===== config.mk =====
export PLATFORM = sky130hd
export DESIGN_NAME = ysyx_25030081_mem_arbiter
export DESIGN_NICKNAME = d
export VERILOG_FILES = /design/src/rtl/ysyx_25030081_mem_arbiter.sv
export SDC_FILE = /design/constraint.sdc
export NUM_CORES = 1
export LEC_CHECK = 0
export BUFFER_PORTS_ARGS = -buffer_cell sky130_fd_sc_hd__buf_4
export CELL_PAD_IN_SITES_DETAIL_PLACEMENT = 0
export CELL_PAD_IN_SITES_GLOBAL_PLACEMENT = 1
export CORE_AREA = 2 2 108 110
export CTS_BUF_LIST = sky130_fd_sc_hd__clkbuf_4
export CTS_CLUSTER_SIZE = 25
export DETAILED_ROUTE_END_ITERATION = 8
export DIE_AREA = 0 0 110 112
export GPL_ROUTABILITY_DRIVEN = 0
export GPL_TIMING_DRIVEN = 0
export PLACE_DENSITY = 0.84
export REMOVE_ABC_BUFFERS = 1
export SYNTH_ARGS = -nofsm -noshare
export SYNTH_HDL_FRONTEND = slang
export SYNTH_SLANG_ARGS = --single-unit

===== constraint.sdc =====
create_clock -name clk -period 1.4 [get_ports clk]
set_input_delay 0 -clock clk [delete_from_list [all_inputs] [get_ports clk]]
set_output_delay 0 -clock clk [all_outputs]
set_load 0.005 [all_outputs]

===== src/rtl/ysyx_25030081_mem_arbiter.sv =====
// Round-robin arbiter that shares one memory port between instruction fetch
// (master 0) and load/store (master 1). Only one transaction is in flight at
// a time; the arbiter re-arbitrates in IDLE between transactions.
module ysyx_25030081_mem_arbiter #(
    parameter int ADDR_WIDTH = 32,
    parameter int DATA_WIDTH = 32
) (
    input  logic                      clk,
    input  logic                      rst,
    // instruction fetch master (read only)
    input  logic                      if_req_valid,
    output logic                      if_req_ready,
    input  logic [ADDR_WIDTH-1:0]     if_addr,
    output logic                      if_resp_valid,
    output logic [DATA_WIDTH-1:0]     if_rdata,
    // load/store master
    input  logic                      ls_req_valid,
    output logic                      ls_req_ready,
    input  logic [ADDR_WIDTH-1:0]     ls_addr,
    input  logic                      ls_wen,
    input  logic [DATA_WIDTH-1:0]     ls_wdata,
    input  logic [DATA_WIDTH/8-1:0]   ls_wmask,
    output logic                      ls_resp_valid,
    output logic [DATA_WIDTH-1:0]     ls_rdata,
    // memory port
    output logic                      mem_req_valid,
    input  logic                      mem_req_ready,
    output logic [ADDR_WIDTH-1:0]     mem_addr,
    output logic                      mem_wen,
    output logic [DATA_WIDTH-1:0]     mem_wdata,
    output logic [DATA_WIDTH/8-1:0]   mem_wmask,
    input  logic                      mem_resp_valid,
    input  logic [DATA_WIDTH-1:0]     mem_rdata
);

    typedef enum logic [2:0] {
        IDLE,
        REQ_IF,
        REQ_LS,
        WAIT_IF,
        WAIT_LS
    } state_t;

    state_t state;
    state_t state_next;
    logic   last_ls;
    logic   last_ls_next;

    // State register and round-robin history
    always_ff @(posedge clk) begin
        if (rst) begin
            state   <= IDLE;
            last_ls <= 1'b0;
        end else begin
            state   <= state_next;
            last_ls <= last_ls_next;
        end
    end

    // Next-state, grant bookkeeping and combinational forwarding of the granted master
    always_comb begin
        state_next    = state;
        last_ls_next  = last_ls;
        if_req_ready  = 1'b0;
        ls_req_ready  = 1'b0;
        if_resp_valid = 1'b0;
        ls_resp_valid = 1'b0;
        if_rdata      = '0;
        ls_rdata      = '0;
        mem_req_valid = 1'b0;
        mem_addr      = '0;
        mem_wen       = 1'b0;
        mem_wdata     = '0;
        mem_wmask     = '0;

        // Outputs are held quiet while reset is asserted, even before the
        // state register has been cleared on the next edge.
        if (!rst) begin
            case (state)
                IDLE: begin
                    if (if_req_valid && ls_req_valid) begin
                        if (!last_ls) begin
                            state_next   = REQ_LS;
                            last_ls_next = 1'b1;
                        end else begin
                            state_next   = REQ_IF;
                            last_ls_next = 1'b0;
                        end
                    end else if (if_req_valid) begin
                        state_next   = REQ_IF;
                        last_ls_next = 1'b0;
                    end else if (ls_req_valid) begin
                        state_next   = REQ_LS;
                        last_ls_next = 1'b1;
                    end
                end
                REQ_IF: begin
                    mem_req_valid = 1'b1;
                    mem_addr      = if_addr;
                    if_req_ready  = mem_req_ready;
                    if (mem_req_ready) begin
                        state_next = WAIT_IF;
                    end
                end
                REQ_LS: begin
                    mem_req_valid = 1'b1;
                    mem_addr      = ls_addr;
                    mem_wen       = ls_wen;
                    mem_wdata     = ls_wdata;
                    mem_wmask     = ls_wmask;
                    ls_req_ready  = mem_req_ready;
                    if (mem_req_ready) begin
                        state_next = WAIT_LS;
                    end
                end
                WAIT_IF: begin
                    if (mem_resp_valid) begin
                        if_resp_valid = 1'b1;
                        if_rdata      = mem_rdata;
                        state_next    = IDLE;
                    end
                end
                WAIT_LS: begin
                    if (mem_resp_valid) begin
                        ls_resp_valid = 1'b1;
                        ls_rdata      = mem_rdata;
                        state_next    = IDLE;
                    end
                end
                default: begin
                    state_next = IDLE;
                end
            endcase
        end
    end

endmodule

==> flow_summary.toml <==
[critical_path]
cp_slowest_cell = "dfxtp_4"
critPathRequiredTime_ps = 1400
startpoint_type = "flop"
r2r_slack_ps = -70
critical_path.max_fanout = 7
arrival_ps = 1580
crit_chain = "buf_6, nor4b_4, buf_12, buf_12, a22o_1, buf_4"
cp_slowest_stage_delay_ps = 370
cpMostUsedCell = "buf_12"
path_class = "reg2out"
end_kind = "output port"

[logic_synthesis]
syn_area_um2 = 1370
ys_warn_count = 0
ys_ff_latch = 4
synth.avg_cell_area_um2 = 7.25
ys_types = 27
syn_inst = 189
ys_seq_area_share_pct = 5.84

[clocking]
clk_pin_slew_ps = 40
root_buffer = "clkbuf_4"
insertion_delay_ps = 230
cts_tree = "built"
h-tree-depth = 1
cts_buffers = 3
clock_sinks = 4
cts_buffer_depth = 2

[finish]
syn_to_final_growth_pct = 249
fill_cells = 1054
antenna_cells = 0
final_nets = 637
drive_gt1_share_pct = 84.7

[place]
dp_hpwl_um = 6260
dp_worst_setup_slack_ps = -877
portBuffers = 276

[timing]
final.setup_skew_ps = 2.54
slew_violations = 0
finalHoldViolations = 0
setup_viol = 137
fmax_mhz = 631
fin_crit_ps = 1580
setup_ws_ps = -184
min_period_over_period_pct = 113
worst_slew_pin_slew_ps = 289
setup_tns_ps = -13860
relSlewSlack_pct = 80.7
rsz0062_at_grt = "true"

[floorplan]
rows = 39
core_um2 = 11200
start_util_pct = 12.3
die_area_um2 = 12300
die_h_um = 112
die_x_um = 110
pin_count = 277

[drt]
vias_per_cell = 4.17
drc = 0
wl_per_cell_um = 16.3
antenna_left = 0
dr.first_iter.drc_count = 84
vias = 2667
dr.pass1.iters = 4
wl_um = 10400

[outcome]
outcome = "finished with violations"
violations = "setup timing"

[pwr]
sw_frac_of_total_pct = 34.7
p_leak_nw = 2.44
pwr-share-seq_pct = 9.6
p_int_mw = 1.10
p_clk_share_pct = 8.4
ir_drop_v = 0.000184
p_sw_mw = 0.582
powerDensity_nw_per_um2 = 351
combPwrFrac_pct = 82.1

[global_route]
antenna_found_initial = 0
grt_pass1_vias = 2472
grt.overflow.total = 0
grt_pass1_wl_um = 12800
grt_usage_pct = 13.3
grt_max_degree = 19

[job]
maxCapViolations = 0

[worst_hold_path]
holdCritPathClass = "in2reg"
==> power groups by stage <==
stage	Sequential, mW	Clock, mW	Combinational (mW)
final	0.160	0.141	1.38
after floorplan	0.164	0	0.281
after detailed placement	0.171	0	0.881
after global routing	0.162	0.156	1.46
after global placement	0.169	0	0.855
after CTS	0.152	0.150	1.18
==> area by class of cell <==
type	count	area (µm²)	share of cell area [%]
Timing Repair Buffer	319	3000	62.7
Multi-Input combinational cell	168	1480	30.9
Tap cell	143	179	3.74
Sequential cell	4	91.3	1.91
Clock buffer	3	22.5	0.471
Inverter	2	11.3	0.236
==> Yosys cell counts, drive strengths merged <==
cell type	count	area (µm²)
a21boi	1	7.51
a21oi	2	10.0
a22o	32	280
a311oi	2	23.8
a31oi	1	6.26
a32o	1	10.0
and2	103	644
buf	12	97.6
clkbuf	8	35.0
dfxtp	4	80.1
inv	2	7.51
mux2i	1	10.0
nand2	5	18.8
nand2b	1	6.26
nor2	4	25.0
nor3	4	30.0
nor4b	3	53.8
o21a	1	7.51
or4	1	7.51
xnor2	1	8.76
==> worst max-delay path: cells and delay by family (launching register included) <==
kind                   cells  cell delay [ps]
AO/OA/AOI/OAI              1              160
flip-flops                 1              370
buffers and inverters      4              550
AND/OR/NAND/NOR            1              260
==> metal layers <==
layer / track usage [%] / wire (µm)
met1: 15.5 / 4000
met2: 25.6 / 5550
met3: 2.28 / 834
met4: 1.43 / 38
met5: 0 / 0
==> sequential cells by signal, summed over array words and instances, names as in the netlist <==
signal and flops:
state 3, last_ls 1
==> per-stage QoR <==
stage / hold slack (ps) / util (%) / cells / power (mW) / cell area [µm²]
global route: 83.0 / 42.8 / 639 / 1.78 / 4780
detailed placement: 243 / 31.5 / 590 / 1.05 / 3510
finish: 61.6 / 42.8 / 639 / 1.68 / 4780
global placement: 227 / 31.2 / 588 / 1.02 / 3490
CTS: 61.5 / 38.0 / 631 / 1.49 / 4240
floorplan: 34.2 / - / 169 / 0.445 / 1240
==> logic make-up after synthesis <==
group / share of synthesized area (%)
AND/OR/NAND/NOR: 57.4
AO/OA/AOI/OAI: 25.2
buffers and inverters: 10.2
multiplexers: 0.731
XOR/XNOR: 0.639
flip-flops: 5.84
==> layout by cell type (no fill, tap or decap), types with 2 or more instances in the layout <==
| master | instances |
|---|---|
| buf_12 | 10 |
| dfxtp_4 | 3 |
| buf_8 | 2 |
| nor4b_4 | 2 |
| nor3_4 | 2 |
| nand2_1 | 2 |
| nor3_2 | 3 |
| nor2_4 | 8 |
| buf_4 | 206 |
| and2_4 | 71 |
| a22o_1 | 31 |
| nand2_2 | 2 |
| buf_6 | 94 |
| clkbuf_4 | 3 |
| clkbuf_16 | 5 |
| and2_1 | 32 |
==> final timing paths <==
| path | startpoint | endpoint | cells after the start |
|---|---|---|---|
| setup / recovery | state[0]$_SDFFE_PP0P_ | mem_addr[2] | 6 |
| hold reg to reg | last_ls$_SDFFE_PP0P_ | last_ls$_SDFFE_PP0P_ | 1 |
| setup reg to reg | state[1]$_SDFFE_PP0P_ | state[2]$_SDFFE_PP0P_ | 8 |
| hold / removal | mem_req_ready | state[2]$_SDFFE_PP0P_ | 2 |
==> what timing repair did <==
action | CTS | global route
cloned | 8 | 8
gates resized for setup | 76 | 126
endpoints found under the hold margin | 1 | 0
setup buffers | 29 | 5
pin swaps | 41 | 78
setup endpoints to repair | 140 | 139
hold buffers | 1 | 0
No activity file was read; power rests on OpenSTA's default activity.
